## config.mk

```make
export PLATFORM = sky130hd
export DESIGN_NAME = ps2_key_tracker
export DESIGN_NICKNAME = d
export VERILOG_FILES = /design/src/rtl/kb_pkg.sv /design/src/rtl/ps2_rx_frame.sv /design/src/rtl/ps2_key_tracker.sv
export SDC_FILE = /design/constraint.sdc
export NUM_CORES = 1
export LEC_CHECK = 0
export BUFFER_PORTS_ARGS = -buffer_cell sky130_fd_sc_hd__buf_4
export CAP_MARGIN = 20
export CORE_MARGIN = 2
export CORE_UTILIZATION = 35
export DETAILED_ROUTE_END_ITERATION = 8
export PLACE_DENSITY = 0.5
export SYNTH_ARGS = -nofsm -noshare
export SYNTH_HDL_FRONTEND = slang
export SYNTH_SLANG_ARGS = --single-unit
```

## constraint.sdc

```tcl
create_clock -name clk -period 2.3 [get_ports clk]
set_input_delay 0.46 -clock clk [delete_from_list [all_inputs] [get_ports clk]]
set_output_delay 0.46 -clock clk [all_outputs]
set_load 0.05 [all_outputs]
```

## src/rtl/kb_pkg.sv

```systemverilog
// Keyboard shared package: receiver states, scan codes and
// key-bit indices used by the tracker, debouncer and game logic.
package kb_pkg;

  typedef enum logic [1:0] {
    IDLE,
    DATA,
    PARITY,
    STOP
  } rx_state_t;

  localparam logic [7:0] SC_EXT      = 8'hE0;
  localparam logic [7:0] SC_BRK      = 8'hF0;
  localparam logic [7:0] SC_BAT_OK   = 8'hAA;
  localparam logic [7:0] SC_BAT_FAIL = 8'hFC;

  localparam logic [7:0] SC_LEFT  = 8'h6B;
  localparam logic [7:0] SC_RIGHT = 8'h74;
  localparam logic [7:0] SC_DOWN  = 8'h72;
  localparam logic [7:0] SC_UP    = 8'h75;
  localparam logic [7:0] SC_SPACE = 8'h29;
  localparam logic [7:0] SC_Z     = 8'h1A;
  localparam logic [7:0] SC_X     = 8'h22;
  localparam logic [7:0] SC_P     = 8'h4D;

  localparam logic [2:0] KEY_LEFT  = 3'd0;
  localparam logic [2:0] KEY_RIGHT = 3'd1;
  localparam logic [2:0] KEY_DOWN  = 3'd2;
  localparam logic [2:0] KEY_UP    = 3'd3;
  localparam logic [2:0] KEY_SPACE = 3'd4;
  localparam logic [2:0] KEY_Z     = 3'd5;
  localparam logic [2:0] KEY_X     = 3'd6;
  localparam logic [2:0] KEY_P     = 3'd7;

  // Returns {hit, index}; the ext flag must match the mapped code
  function automatic logic [3:0] key_lookup(
    input logic [7:0] code,
    input logic       ext
  );
    logic [3:0] r;
    r = '0;
    case ({ext, code})
      {1'b1, SC_LEFT}:  r = {1'b1, KEY_LEFT};
      {1'b1, SC_RIGHT}: r = {1'b1, KEY_RIGHT};
      {1'b1, SC_DOWN}:  r = {1'b1, KEY_DOWN};
      {1'b1, SC_UP}:    r = {1'b1, KEY_UP};
      {1'b0, SC_SPACE}: r = {1'b1, KEY_SPACE};
      {1'b0, SC_Z}:     r = {1'b1, KEY_Z};
      {1'b0, SC_X}:     r = {1'b1, KEY_X};
      {1'b0, SC_P}:     r = {1'b1, KEY_P};
      default:          r = '0;
    endcase
    return r;
  endfunction

endpackage

```

## src/rtl/ps2_rx_frame.sv

```systemverilog
// PS/2 frame receiver: synchroniser, falling-edge detect,
// start/data/parity/stop FSM and mid-frame idle timeout.
module ps2_rx_frame
  import kb_pkg::*;
#(
  parameter int TIMEOUT_CYCLES = 100000,
  parameter int SYNC_STAGES    = 2
) (
  input  logic       clk,
  input  logic       rst_n,
  input  logic       ps2_clk,
  input  logic       ps2_data,
  output logic [7:0] rx_byte,
  output logic       byte_valid,
  output logic       err
);

  localparam int TW = $clog2(TIMEOUT_CYCLES + 1);
  localparam logic [TW-1:0] TMAX = TW'(TIMEOUT_CYCLES);

  logic [SYNC_STAGES-1:0] clk_sync;
  logic [SYNC_STAGES-1:0] dat_sync;
  logic                   clk_prev;
  logic                   fall;
  logic                   bit_in;

  rx_state_t     state, state_n;
  logic [2:0]    cnt, cnt_n;
  logic [7:0]    sh, sh_n;
  logic          par_ok, par_ok_n;
  logic [TW-1:0] tmo, tmo_n;
  logic [7:0]    byte_n;
  logic          valid_n;
  logic          err_n;

  always_ff @(posedge clk or negedge rst_n) begin
    if (!rst_n) begin
      clk_sync <= '1;
      dat_sync <= '1;
      clk_prev <= 1'b1;
    end else begin
      clk_sync <= {clk_sync[SYNC_STAGES-2:0], ps2_clk};
      dat_sync <= {dat_sync[SYNC_STAGES-2:0], ps2_data};
      clk_prev <= clk_sync[SYNC_STAGES-1];
    end
  end

  assign fall   = clk_prev & ~clk_sync[SYNC_STAGES-1];
  assign bit_in = dat_sync[SYNC_STAGES-1];

  always_ff @(posedge clk or negedge rst_n) begin
    if (!rst_n) begin
      state      <= IDLE;
      cnt        <= '0;
      sh         <= '0;
      par_ok     <= 1'b0;
      tmo        <= '0;
      rx_byte    <= '0;
      byte_valid <= 1'b0;
      err        <= 1'b0;
    end else begin
      state      <= state_n;
      cnt        <= cnt_n;
      sh         <= sh_n;
      par_ok     <= par_ok_n;
      tmo        <= tmo_n;
      rx_byte    <= byte_n;
      byte_valid <= valid_n;
      err        <= err_n;
    end
  end

  always_comb begin
    state_n  = state;
    cnt_n    = cnt;
    sh_n     = sh;
    par_ok_n = par_ok;
    byte_n   = rx_byte;
    valid_n  = 1'b0;
    err_n    = 1'b0;
    tmo_n    = tmo;

    if (state == IDLE || fall) begin
      tmo_n = '0;
    end else if (tmo != TMAX) begin
      tmo_n = tmo + 1'b1;
    end

    // A stalled frame wins over a coincident edge
    if (state != IDLE && tmo == TMAX) begin
      state_n = IDLE;
      cnt_n   = '0;
      err_n   = 1'b1;
    end else if (fall) begin
      unique case (state)
        IDLE: begin
          cnt_n = '0;
          if (!bit_in) state_n = DATA;
        end
        DATA: begin
          sh_n  = {bit_in, sh[7:1]};
          cnt_n = cnt + 1'b1;
          if (cnt == 3'd7) state_n = PARITY;
        end
        PARITY: begin
          par_ok_n = ^{sh, bit_in};
          state_n  = STOP;
        end
        STOP: begin
          state_n = IDLE;
          if (bit_in && par_ok) begin
            byte_n  = sh;
            valid_n = 1'b1;
          end else begin
            err_n = 1'b1;
          end
        end
      endcase
    end
  end

endmodule

```

## src/rtl/ps2_key_tracker.sv

```systemverilog
// PS/2 key tracker: decodes make/break/extended scan codes
// into a held-key vector for the game controls.
module ps2_key_tracker
  import kb_pkg::*;
#(
  parameter int TIMEOUT_CYCLES = 100000,
  parameter int SYNC_STAGES    = 2
) (
  input  logic       clk,
  input  logic       rst_n,
  input  logic       ps2_clk,
  input  logic       ps2_data,
  output logic [7:0] keys,
  output logic [7:0] scan_code,
  output logic       scan_valid,
  output logic       frame_err
);

  logic       ext;
  logic       brk;
  logic       hit;
  logic [2:0] idx;

  ps2_rx_frame #(
    .TIMEOUT_CYCLES(TIMEOUT_CYCLES),
    .SYNC_STAGES   (SYNC_STAGES)
  ) u_rx (
    .clk       (clk),
    .rst_n     (rst_n),
    .ps2_clk   (ps2_clk),
    .ps2_data  (ps2_data),
    .rx_byte   (scan_code),
    .byte_valid(scan_valid),
    .err       (frame_err)
  );

  assign {hit, idx} = key_lookup(scan_code, ext);

  always_ff @(posedge clk or negedge rst_n) begin
    if (!rst_n) begin
      keys <= '0;
      ext  <= 1'b0;
      brk  <= 1'b0;
    end else if (frame_err) begin
      ext <= 1'b0;
      brk <= 1'b0;
    end else if (scan_valid) begin
      unique case (1'b1)
        scan_code == SC_EXT: ext <= 1'b1;
        scan_code == SC_BRK: brk <= 1'b1;
        (scan_code == SC_BAT_OK) ||
        (scan_code == SC_BAT_FAIL): begin
          keys <= '0;
          ext  <= 1'b0;
          brk  <= 1'b0;
        end
        default: begin
          if (hit) keys[idx] <= ~brk;
          ext <= 1'b0;
          brk <= 1'b0;
        end
      endcase
    end
  end

endmodule

```

==> metrics.yaml, run 1 <==
outcome: "finished clean"
synth.largest_area_cell: "dfrtp_1"
finClkSkew_ps: 14.7
fillCellCount: 821
cp_cell_sequence: "inv_1 > ha_1 > nor4b_2 > nand4_2 > or2_1 > nand3_4 > mux2_2"
final_cells: 402
whs_ps: 194
worst_setup_path_start_kind: "flip-flop"
placed_cell_area_mm2: 0.00320
layout-drive-gt1-share: 0.253
ios: 22
slowest_delay_ps: 440
drtAntennaViolNets: 0
hold_viol_final: 0
grt_pass1_wl_um: 10300
cts_buffers: 5
grt_pass1_vias: 2054
vias: 2035
wl_um: 5970
synthTopCellsByArea: "dfrtp_1 44%, mux2_2 6.9%, dfstp_2 4.5%"
avgSynthCellArea_um2: 10.8
die-area_mm2: 0.00911
port_buffers: 21
grt_usage: 0.144
htree_levels: 2
routed_via_density: 5.06
yosysUniqueCellTypes: 57
nets: 308
grt-ovfl-total: 0
synth_edf_count: 0
die_width_um: 95.4
relSlewSlack: 0.523
critPathSlowestCell: "dfrtp_1"
fin_ws_ps: 328
cp.required_ps: 2510
dp_hpwl_um: 4200
finalSetupViolations: 0
total_power_mw: 2.76
crit_path_end_kind: "flip-flop"
dp_slack_ps: 296
wl_per_cell_um: 14.9
core_area_mm2: 0.00818
leakagePower_nw: 1.53
fin_util: 0.403
power.density_mw_per_mm2: 839
fin_crit_ps: 1970
n_antenna_cell: 0
post-route-period-util: 0.858
drtIter0Drc: 66
yosysWarnings: 0
first_pass_iters: 4
drc: 0
gp_congestion: 0.755
grt_max_degree: 57
synthCells: 272
clock_latency_ps: 320
cts_tree: "built"
worstPathArrival_ps: 2180
final_cell_area_mm2: 0.00329
synth_common_cells: "51 x dfrtp_1, 25 x nor2_1, 18 x mux2_2"
final_max_slew_viol_count: 0
synth-main-ff-cell: "dfrtp_1"
synth_fp_nets: 284
cts_setup_buffers: 0
cts_resized: 0
cp.buffers_inverters: 1
fmax_mhz: 507
worstMarginPinSlew_ps: 715
yosysMostFrequentCell: "dfrtp_1"
core.rowCount: 33
yosys.area.top_type_share: 0.436
ir_drop_uv: 434
crit_fanout: 9
clockBufferDepth: 2
yosys_register_bits: 56
root_buffer: "clkbuf_8"
async_flop_share: 1.00
die_h_um: 95.4
netlist_area_mm2: 0.00293
start_util: 0.358
placed_cells: 394
hp-class: "primary input to async pin"
path_class: "flip-flop to flip-flop"
crit_family: "simple AND/OR/NAND/NOR gates"
setup-tns-final_ps: 0
cap_violations: 0
cts.sinks: 56
seq_area_frac_synth: 0.481
area_delta_synth_final_pct: 12.5
rsz0062_at_grt: "no"
cts_hold_buf: 0
grt_antenna_before_repair: 0
clk_pin_slew_ps: 110
flip-flops by register name, summed over array words and instances (netlist names), 2 cells and up:
register and flops:
u_rx.clk_sync 2, keys 8, u_rx.sh 8, u_rx.tmo 17
u_rx.state 2, u_rx.cnt 3, u_rx.dat_sync 2, u_rx.rx_byte 8
worst register-to-register path, stage by stage (launching register included):
cell and delay, ps:
dfrtp_1 440, inv_1 80, ha_1 150, nor4b_2 220, nand4_2 130, or2_1 320, nand3_4 180, mux2_2 350
metal layers:
| metal | vias to the layer above | routed length (um) | global-route usage |
|---|---|---|---|
| met5 | - | 0 | 0 |
| met4 | 0 | 70 | 0.0429 |
| met3 | 6 | 208 | 0.0292 |
| met2 | 34 | 2770 | 0.231 |
| met1 | 979 | 2920 | 0.198 |
| li1 | 1016 | - | - |
kinds of logic (layout without fill, tap and decap cells):
family,count (synthesis),count (layout),share of synthesized area
xor+xnor,21,21,0.0628
mux,18,18,0.0693
flops,56,56,0.481
compound gates,46,46,0.0988
buf+inv,20,45,0.0346
simple gates,103,103,0.219
fa+ha+maj,8,8,0.0342
placed cells by master (no fill, tap or decap), types with 2 or more instances in the layout:
cell,n
o211a_1,2
nand4_1,2
or3_1,3
nand2b_1,2
or4b_1,2
o21ai_0,14
and2_1,2
nor3_1,3
or2_2,3
o32ai_1,2
and3_2,2
nand2_1,15
dfstp_2,5
nor4b_2,2
xnor2_1,10
inv_1,10
dfrtp_1,51
clkbuf_8,5
a21oi_1,14
nand3_1,11
and4b_1,4
xor2_1,11
nor2b_1,3
o22ai_1,2
nor2_1,25
a22o_1,4
nor4b_1,4
nand3_4,2
mux2_2,18
buf_4,27
and3_1,2
nor4_1,3
ha_1,8
worst paths after layout:
kind	start	endpoint	slack, ps	depth (start not counted)
min reg2reg	u_rx.clk_sync[0]$_DFF_PN1_	u_rx.clk_sync[1]$_DFF_PN1_	360	0
max reg2reg	u_rx.tmo[0]$_DFFE_PN0P_	u_rx.rx_byte[0]$_DFFE_PN0P_	330	7
max in group asynchronous	rst_n	keys[3]$_DFFE_PN0P_	1630	1
min in group clk	ps2_clk	u_rx.clk_sync[0]$_DFF_PN1_	240	1
max	u_rx.tmo[0]$_DFFE_PN0P_	u_rx.rx_byte[0]$_DFFE_PN0P_	330	7
min	rst_n	u_rx.tmo[14]$_DFFE_PN0P_	190	1
power breakdown:
part,internal [mW],total (mW),switching [mW]
Combinational,0.388,0.845,0.456
Sequential,1.14,1.34,0.203
Clock,0.225,0.574,0.350
layout make-up:
type                            count  area, um2  area share
Tap cell                          105        131      0.0399
Clock inverter                      3       27.5     0.00836
Inverter                           10       37.5      0.0114
Multi-Input combinational cell    196       1420       0.430
Sequential cell                    56       1410       0.427
Timing Repair Buffer               27        203      0.0616
Clock buffer                        5       68.8      0.0209
(Power assumes the default switching activity.)
==> run 2, diff against run 1 <==
- CORE_MARGIN: 2 -> not set
==> metrics.yaml, run 2 (synthesized netlist as in run 1, its figures left out) <==
outcome: "finished clean"
placed_cells: 390
cts_tree: "built"
switchingPower_mw: 1.00
power.density_mw_per_mm2: 841
sw_frac_of_total: 0.364
nets: 307
grt_antenna_before_repair: 0
slowest_delay_ps: 430
fin_crit_ps: 1980
p_comb_frac: 0.306
hold_viol_final: 0
final_cells: 398
cap_violations: 0
ios: 22
n_antenna_cell: 0
cp.required_ps: 2500
reg2reg_depth: 7
fmax_mhz: 505
routed_via_density: 5.21
worst_setup_path_start_kind: "flip-flop"
cp_cell_sequence: "inv_1 > ha_1 > nor4b_2 > nand4_2 > or2_1 > nand3_4 > mux2_2"
clk_pin_slew_ps: 110
largest_reg_flops: 17
crit_fanout: 9
grt_max_degree: 57
clockBufferDepth: 2
cts_setup_buffers: 0
drtIter0Drc: 52
crit_family: "simple AND/OR/NAND/NOR gates"
wl_per_cell_um: 14.4
ir_drop_uv: 450
worstMarginPinSlew_ps: 719
first_pass_iters: 4
die-area_mm2: 0.00873
core.rowCount: 32
final_max_slew_viol_count: 0
gp_congestion: 0.714
cts_buffers: 5
area_delta_synth_final_pct: 12.1
post-route-period-util: 0.860
relSlewSlack: 0.521
hp-class: "primary input to async pin"
grt_pass1_vias: 2056
timing.rr.start: "u_rx.tmo[0]$_DFFE_PN0P_"
finalSetupViolations: 0
leakagePower_nw: 1.52
cts.sinks: 56
drc: 0
power_frac_clock: 0.211
seqPwrFrac: 0.483
vias: 2074
path_class: "flip-flop to flip-flop"
layout-drive-gt1-share: 0.250
final_cell_mix: "51 x dfrtp_1, 26 x buf_4, 25 x nor2_1, 18 x mux2_2, 15 x nand2_1"
rsz0062_at_grt: "no"
htree_levels: 2
worstPathArrival_ps: 2180
port_buffers: 21
critPathSlowestCell: "dfrtp_1"
cts_resized: 0
reg2reg_to: "u_rx.rx_byte[2]$_DFFE_PN0P_"
cts_hold_buf: 0
crit_path_end_kind: "flip-flop"
fillCellCount: 760
setup-tns-final_ps: 0
grt_pass1_wl_um: 10100
die_h_um: 93.4
grt_usage: 0.145
cp.buffers_inverters: 1
rrSetupSlack_ps: 320
p_int_mw: 1.75
drtAntennaViolNets: 0
die_width_um: 93.4
finClkSkew_ps: 5.95
dp_hpwl_um: 3980
start_util: 0.371
final_common_cell: "dfrtp_1"
regMostFlops: "u_rx.tmo"
grt-ovfl-total: 0
root_buffer: "clkbuf_8"
wl_um: 5720
core_area_mm2: 0.00789
clock_latency_ps: 310
[run 2: cell count changes in the layout (fill, tap and decap cells not counted), sizes merged]
| cell | before | now |
|---|---|---|
| buf | 27 | 26 |
[run 2: power by group through the flow]
stage	sequential, mW	combinational [mW]	clock [mW]
after floorplan	1.40	0.613	0
after global placement	1.36	0.847	0
after detailed placement	1.36	0.856	0
after CTS	1.34	0.861	0.616
after global routing	1.37	0.938	0.650
final	1.33	0.844	0.582
[run 2: through the flow]
step	area (um2)	hold slack, ps	worst slack (ps)	util	power [mW]
after CTS	3280	218	281	0.416	2.81
after detailed placement	3190	348	313	0.404	2.21
final	3280	194	321	0.416	2.76
after global routing	3280	211	122	0.416	2.96
after floorplan	2930	164	216	-	2.01
after global placement	3190	349	364	0.404	2.20
[run 2: per-layer routing]
layer,GRT usage,routed length (um)
met5,0,0
met4,0.0346,31
met3,0.0276,186
met2,0.230,2600
met1,0.204,2910
[run 2: layout make-up]
cell class / count / area (um2) / area share
multi-input cells: 196 / 1420 / 0.432
clock inverters: 3 / 27.5 / 0.00839
clock buffers: 5 / 68.8 / 0.0210
inverters: 10 / 37.5 / 0.0114
repair buffers: 26 / 195 / 0.0595
flip-flops and latches: 56 / 1410 / 0.429
well taps: 102 / 128 / 0.0389
[run 2: worst max-delay path by stage]
stage | end | slack (ps) | cells after the start | startpoint
2_1_floorplan | keys[5]$_DFFE_PN0P_ | 220 | 5 | u_rx.rx_byte[3]$_DFFE_PN0P_
3_3_place_gp | u_rx.rx_byte[4]$_DFFE_PN0P_ | 360 | 7 | u_rx.tmo[0]$_DFFE_PN0P_
3_5_place_dp | u_rx.rx_byte[2]$_DFFE_PN0P_ | 310 | 7 | u_rx.tmo[0]$_DFFE_PN0P_
4_1_cts | u_rx.rx_byte[2]$_DFFE_PN0P_ | 280 | 7 | u_rx.tmo[0]$_DFFE_PN0P_
5_1_grt | keys[6]$_DFFE_PN0P_ | 120 | 5 | u_rx.rx_byte[6]$_DFFE_PN0P_
6_report | u_rx.rx_byte[2]$_DFFE_PN0P_ | 320 | 7 | u_rx.tmo[0]$_DFFE_PN0P_
[run 2: worst reg2reg max path: stages, from the launching register on]
cell	delay [ps]
dfrtp_1	430
inv_1	70
ha_1	150
nor4b_2	220
nand4_2	140
or2_1	330
nand3_4	180
mux2_2	360
